--- src/rtl/uart_echo_responder.sv ---
// rtl/uart_echo_responder.sv - far-end UART echo responder: rx edge capture, byte FIFO, tx handshake FSM
module uart_echo_responder #(
  parameter int         FIFO_DEPTH    = 8,
  parameter logic [7:0] XOR_MASK      = 8'h00,
  parameter int         BUSY_WAIT_MAX = 16,
  parameter int         CNT_W         = 16
) (
  input  logic                          clk,
  input  logic                          rst,
  input  logic [7:0]                    rx_data,
  input  logic                          rx_done,
  input  logic                          tx_busy,
  output logic                          tx_start,
  output logic [7:0]                    tx_data,
  output logic [$clog2(FIFO_DEPTH):0]   fifo_count,
  output logic                          overflow,
  output logic [CNT_W-1:0]              rx_count,
  output logic [CNT_W-1:0]              tx_count
);

  localparam int AW = $clog2(FIFO_DEPTH);
  localparam int CW = AW + 1;
  localparam int WW = $clog2(BUSY_WAIT_MAX + 1);

  typedef enum logic [1:0] {
    IDLE,
    START,
    WAIT_BUSY,
    WAIT_DONE
  } state_t;

  state_t          state;
  logic [WW-1:0]   wait_cnt;
  logic [7:0]      mem [FIFO_DEPTH];
  logic [AW-1:0]   wr_ptr;
  logic [AW-1:0]   rd_ptr;
  logic            rx_done_q;

  logic            push_edge;
  logic            fifo_empty;
  logic            fifo_full;
  logic            pop;
  logic            push_ok;
  logic            push_drop;

  // rx_done may be held as a level; only its rising edge counts as a byte
  assign push_edge  = rx_done & ~rx_done_q;
  assign fifo_empty = (fifo_count == '0);
  assign fifo_full  = (fifo_count == CW'(FIFO_DEPTH));
  assign pop        = (state == IDLE) & ~fifo_empty & ~tx_busy;
  assign push_ok    = push_edge & (~fifo_full | pop);
  assign push_drop  = push_edge & ~push_ok;

  always_ff @(posedge clk or posedge rst) begin
    if (rst) begin
      rx_done_q  <= 1'b0;
      wr_ptr     <= '0;
      rd_ptr     <= '0;
      fifo_count <= '0;
      overflow   <= 1'b0;
      rx_count   <= '0;
    end else begin
      rx_done_q <= rx_done;
      if (push_ok) begin
        wr_ptr   <= wr_ptr + AW'(1);
        rx_count <= rx_count + CNT_W'(1);
      end
      if (pop) begin
        rd_ptr <= rd_ptr + AW'(1);
      end
      case ({push_ok, pop})
        2'b10:   fifo_count <= fifo_count + CW'(1);
        2'b01:   fifo_count <= fifo_count - CW'(1);
        default: fifo_count <= fifo_count;
      endcase
      if (push_drop) begin
        overflow <= 1'b1;
      end
    end
  end

  // Storage needs no reset; the pointers define which entries are live
  always_ff @(posedge clk) begin
    if (push_ok) begin
      mem[wr_ptr] <= rx_data ^ XOR_MASK;
    end
  end

  always_ff @(posedge clk or posedge rst) begin
    if (rst) begin
      state    <= IDLE;
      tx_start <= 1'b0;
      tx_data  <= 8'h00;
      tx_count <= '0;
      wait_cnt <= '0;
    end else begin
      case (state)
        IDLE: begin
          if (pop) begin
            tx_start <= 1'b1;
            tx_data  <= mem[rd_ptr];
            tx_count <= tx_count + CNT_W'(1);
            state    <= START;
          end
        end
        START: begin
          tx_start <= 1'b0;
          wait_cnt <= WW'(BUSY_WAIT_MAX);
          state    <= WAIT_BUSY;
        end
        WAIT_BUSY: begin
          if (tx_busy) begin
            state <= WAIT_DONE;
          end else begin
            // A transmitter that never goes busy forfeits the byte
            wait_cnt <= wait_cnt - WW'(1);
            if (wait_cnt <= WW'(1)) begin
              state <= IDLE;
            end
          end
        end
        WAIT_DONE: begin
          if (!tx_busy) begin
            state <= IDLE;
          end
        end
        default: state <= IDLE;
      endcase
    end
  end

endmodule

--- config.mk ---
export PLATFORM = sky130hd
export DESIGN_NAME = uart_echo_responder
export DESIGN_NICKNAME = d
export VERILOG_FILES = /design/src/rtl/uart_echo_responder.sv
export SDC_FILE = /design/constraint.sdc
export NUM_CORES = 1
export LEC_CHECK = 0
export BUFFER_PORTS_ARGS = -buffer_cell sky130_fd_sc_hd__buf_2
export CAP_MARGIN = 40
export CORE_MARGIN = 1
export CORE_UTILIZATION = 35
export CTS_BUF_LIST = sky130_fd_sc_hd__clkbuf_8 sky130_fd_sc_hd__clkbuf_16
export DETAILED_ROUTE_END_ITERATION = 7
export PLACE_DENSITY = 0.52
export RECOVER_POWER = 25
export SYNTH_ARGS = -nofsm -noshare
export SYNTH_HDL_FRONTEND = slang
export SYNTH_SLANG_ARGS = --single-unit
--- constraint.sdc ---
create_clock -name clk -period 3.2 [get_ports clk]
set_clock_uncertainty 0.2 [all_clocks]
set_input_delay 0.64 -clock clk [delete_from_list [all_inputs] [get_ports clk]]
set_output_delay 0.64 -clock clk [all_outputs]
set_load 0.02 [all_outputs]
Word level (Yosys, flattened, before mapping). Memory sizes are Yosys's and may differ from the RTL's. A register that Yosys moved wholly into a read port is not among the register bits. Index checks and enable logic that the tools add are counted.

Register bits: 52. Bits in writable memories: 64. Output and inout bits: 46. Word-level logic and storage cells: 61. Memories kept: 1.

$add $sub $neg: 7. Magnitude comparators: 1. Equal/unequal tests: 10. Muxes and demuxes: 12. Bitwise operators: 11. Reduce and logical (&&, ||, !) cells: 9.

Memories: mem (words 8, bits a word 8, rd ports 1, clocked after memory_dff 1, write ports 1, RTL line 34) `logic [7:0] mem [FIFO_DEPTH];`.

Operators with widths (count): $add 16x1->16 const B (2); $pmux 5 s2 (1); $mux 2 (4); $pmux 2 s4 (1); $pmux 4 s2 (1); $add 3x1->3 const B (2); $eq 2x2->1 const B (3); $ne 2x2->1 const B (3); $reduce_and 2->1 (3); $reduce_bool 2->1 (3); $and 1x1->1 (5); $le 5x1->1 const B (1); $mux 5 (1); $not 1->1 (5); $sub 5x1->5 const B (1); $add 4x1->4 const B (1); $eq 2x1->1 const B (2); $eq 4x4->1 const B (1); $logic_not 4->1 (1); $sub 4x1->4 const B (1); $mux 1 (3); $ne 3x3->1 const B (1); $reduce_and 3->1 (1); $logic_not 2->1 (1); 2 further kinds (2).

Depth between registers and ports, before layout.
Depth in word-level cells: 8. Gate-level depth with buffers: 13. Mapped depth without buffers: 10.

Worst setup path before layout. Ideal clock, no wire load.

Kind: input to register. Start: input tx_busy. End: memory mem[4][0] (enable). Arrival: 2.690 ns. Slack: -0.088 ns. Stages: 7. Cell sequence: clkbuf_1 > or3_1 > buf_2 > a21oi_4 > inv_2 > buf_2 > nor4b_1.

Cells in the longest elaborated chain, start to end: 6.

Ends and longest elaborated chain: start, declared (RTL line 12) `input logic tx_busy,`; $not 1->1 (RTL line 50) `assign pop = (state == IDLE) & ~fifo_empty & ~tx_busy;`; $and 1x1->1 (RTL line 50); $or 1x1->1 (RTL line 51) `assign push_ok = push_edge & (~fifo_full | pop);`; $and 1x1->1 (RTL line 51); $mux 1 (RTL line 84) `if (push_ok) begin`; $mux 1 (not written as such) (RTL line 85) `mem[wr_ptr] <= rx_data ^ XOR_MASK;`; end, declared (RTL line 34).

No other way between the ends.

Worst setup path after layout.
Start: register state[0]. End: register fifo_count[2].

Cells in the longest elaborated chain, start to end: 7. Elaborated cells between the ends (all ways): 9. Those cells by class: eq/ne (2); mux (1); bitwise (4); reduce/logical (2).

Ends and longest elaborated chain: start, declared (RTL line 32) `state_t state;`; start signal, assigned (RTL line 91) `state <= IDLE;`; start signal, assigned (RTL line 103) `state <= START;`; start signal, assigned (RTL line 109) `state <= WAIT_BUSY;`; $logic_not 2->1 (*) (RTL line 50); $and 1x1->1 (*) (2 in a row) (RTL line 50); $or 1x1->1 (RTL line 51); $and 1x1->1 (RTL line 51); $eq 2x1->1 / $eq 2x2->1 (equally long branches) (RTL line 71) `case ({push_ok, pop})`; $pmux 4 s2 / $reduce_bool 2->1 (equally long branches); end signal, assigned (RTL line 72) `2'b10: fifo_count <= fifo_count + CW'(1);`; end signal, assigned (RTL line 73) `2'b01: fifo_count <= fifo_count - CW'(1);`; end signal, assigned (RTL line 74) `default: fifo_count <= fifo_count;`; end, declared (RTL line 15) `output logic [$clog2(FIFO_DEPTH):0] fifo_count,`.

Mark *: on every way between the ends. The rest lies on a longest branch, timed or not. A chain may end at the register's enable or synchronous reset.

==> metrics.md <==
| Metric | Value |
|---|---|
| Most common cell after layout, fill and taps aside | edfxtp_1 |
| Largest net degree at the start of global routing | 61 |
| Worst-margin pin slew | around 1.5 ns |
| Clock tree buffer depth | 2 |
| CTS root buf | clkbuf_16 |
| # setup viols final | 0 |
| Synth Cell Area | between 0.005 and 0.006 sq mm |
| Num rows | 44 |
| Vias in the first global route | 3081 |
| CP Data Arrival Time | 2.72 ns |
| PostCTS Resize Cnt | 0 |
| Pre-CTS setup slack | ~0.26 ns |
| Max-cap violations | 1 |
| Period utilization | 0.8232 |
| Fin. Hold Viols | 0 |
| Commonest cells after routing, fill and taps aside | edfxtp_1 (64), dfrtp_1 (60), buf_2 (55) |
| Residual DRC | 0 |
| Kind of critical path | reg2reg |
| Die span in x | approximately 120 microns |
| #FFs+latches synth | 124 |
| Vias per cell | approximately 4.9 |
| Post-synth EDFFs | 64 |
| Status | finished with violations |
| Core Util, Final | 0.4417 |
| Hold WC Path Type | in2reg |
| CTS Hold Bufs | 0 |
| WL final | between 9000 and 10000 microns |
| Final ANT Viol Nets | 0 |
| Worst setup margin | 0.5657 ns |
| Starting Density | 0.3606 |
| Cell area after layout | approximately 0.0064 sq mm |
| 1st-iter DRT viols | 94 |
| Startpoint Class | flop |
| Gr ovfl total | 0 |
| GPL Wtd Cong | 0.7326 |
| Peak Freq | 379.6 MHz |
| Total Neg Setup Slack | 0 ns |
| GRT Util Overall | 0.1404 |
| Setup crit end kind | flop |
| Main synth FF type | edfxtp_1 |
| Global-route wire length before repair | between 15000 and 20000 microns |
| Die ar. | roughly 0.016 sq mm |
| Placed wire-length estimate | around 6500 microns |
| Count of cell types in the netlist | 38 |
| Yosys Warn Count | 0 |
| FF-to-FF path depth | 10 |
| Critical path required time | ~3.3 ns |
| Maximum vdd drop | 0.4201 mV |
| Clock Sink Count | roughly 120 |
| Fin. max-slew vios | 61 |
| WHS Path Cells | 1 |
| Worst r2r src | state[0]$_DFFE_PP0P_ |
| Failing checks | capacitance limit, slew limit |
| Fraction of layout instances using a drive strength above 1 | 0.3058 |
| Final min period | approximately 2.6 ns |
| Via count | 3073 |
| Initial antenna violation count | 0 |
| Synth Net Count | about 380 |
| Nets | 456 |
| Clock transition at path regs | roughly 0.05 ns |
| Leakage | around 0.0026 uW |
| Hold Path End | rx_done_q$_DFF_PP0_ |
| Max_slew headroom | -0.03307 |
| CTS tree | built |
| Routed length per placed instance | about 16 microns |
| RSZ-0062 raised after global routing | no |
| Hold Crit Start | rx_done |
| Post-CTS setup buffer count | 0 |
| PortBufs | 57 |
| TritonCTS buffer count | 17 |
| Register area share after synthesis | 0.6507 |
| Layout area overhead | 22.47% |
| H-Tree Depth | 4 |
| Cells after Synth | 357 |
| Ant. Diodes | 0 |
| Drt pass-1 iters | 4 |
| Power Density | 919.2 mW/mm^2 |
| Reg-to-reg endpoint | fifo_count[2]$_DFFE_PP0P_ |
| Io pins | between 50 and 60 |
| Fillers | roughly 1.3k |
| Height of the chip | roughly 120 microns |
| CP Max Fanout | 9 |
| Clock latency on the worst-skew pair | around 0.4 ns |
| FFs w/ async S/R, synth | 0.4839 |
| R2r setup slk | between 0.5 and 0.6 ns |
| Synth Area per Inst | roughly 15 sq um |
| Core area | about 0.015 sq mm |
| Placed cell area | 0.005858 sq mm |
synth_stat cells (4+ instances only):
cell type | instances | area [sq um]
xnor2_1 | 21 | 183.9
nand3_1 | 10 | 50.05
and4_1 | 5 | 43.79
dfrtp_1 | 60 | 1501
nand4_1 | 6 | 37.54
mux4_2 | 16 | 360.4
inv_1 | 10 | 37.54
xor2_1 | 18 | 157.7
mux2i_1 | 9 | 90.09
nor2_1 | 16 | 60.06
o21ai_0 | 4 | 20.02
a21oi_1 | 12 | 60.06
nor3b_1 | 4 | 30.03
nor3_1 | 8 | 40.04
nor4_2 | 8 | 100.1
clkbuf_1 | 6 | 22.52
nand2_1 | 33 | 123.9
ha_1 | 9 | 112.6
buf_2 | 6 | 30.03
edfxtp_1 | 64 | 1922
mux2_2 | 4 | 45.04
metal layers:
layer	vias to the layer above	routed length (microns)	track usage
met4	0	161	0.06378
met1	1540	4579	0.1823
li1	1472	-	-
met5	-	0	0
met2	45	4839	0.2181
met3	16	313	0.03952
power breakdown:
| part | switching (uW) | internal [uW] |
|---|---|---|
| Combinational | 839 | 736 |
| Clock | 662 | 1250 |
| Sequential | 431 | 2000 |
| Total | 1930 | 3990 |
critical path, stage by stage, from the launching register on:
cell	delay [ns]
dfrtp_1	0.46
or3_1	0.53
a21oi_4	0.19
inv_2	0.05
ha_1	0.24
xor2_1	0.17
ha_1	0.18
a21oi_1	0.15
xor2_1	0.16
nor2_1	0.06
xor2_1	0.14
kinds of logic (layout without fill, tap and decap cells):
kind of cell	count (synthesis)	count (layout)	share of synthesized area
AOI/OAI and AO/OA	28	28	0.03353
xor gates and xnor gates	39	39	0.06492
adders and majority gates	9	9	0.02140
buffers and inverters	26	117	0.02140
DFF	124	124	0.6507
muxes	29	29	0.09417
and+or+nand+nor	102	102	0.1139
layout make-up:
cell class	count	area (sq um)	share of cell area
flip-flops and latches	124	3423	0.5313
multi-input cells	207	1738	0.2697
clock buffers	19	452.9	0.07029
repair buffers	74	407.9	0.06330
well taps	184	230.2	0.03573
clock inverters	13	150.1	0.02330
inverters	11	41.29	0.006408
registers in the layout (all words and copies together), names as in the netlist:
| name | flops |
|---|---|
| mem | 64 |
| tx_count | 16 |
| wr_ptr | 3 |
| state | 2 |
| rd_ptr | 3 |
| tx_start | 1 |
| rx_count | 16 |
| rx_done_q | 1 |
| overflow | 1 |
| tx_data | 8 |
| wait_cnt | 5 |
| fifo_count | 4 |
worst max path at each step:
| stage | from | to | slack (ns) | cells past startpoint |
|---|---|---|---|---|
| after floorplan | tx_busy | mem[0][0]$_DFFE_PP_ | 0.07 | 7 |
| after global placement | tx_busy | fifo_count[2]$_DFFE_PP0P_ | 0.30 | 11 |
| after detailed placement | tx_busy | fifo_count[2]$_DFFE_PP0P_ | 0.26 | 11 |
| after CTS | state[0]$_DFFE_PP0P_ | fifo_count[2]$_DFFE_PP0P_ | 0.53 | 10 |
| after global routing | state[0]$_DFFE_PP0P_ | fifo_count[2]$_DFFE_PP0P_ | 0.34 | 10 |
| final | state[0]$_DFFE_PP0P_ | fifo_count[2]$_DFFE_PP0P_ | 0.57 | 10 |
stage by stage:
step                hold slack [ns]  cells  total power [uW]
global route                 0.1378    632              6281
finish                       0.1548    632              5923
global placement             0.2529    600              4040
CTS                         0.09180    632              6021
floorplan                    0.3116    357              3538
detailed placement           0.2603    600              4074
(Power assumes the default switching activity.)
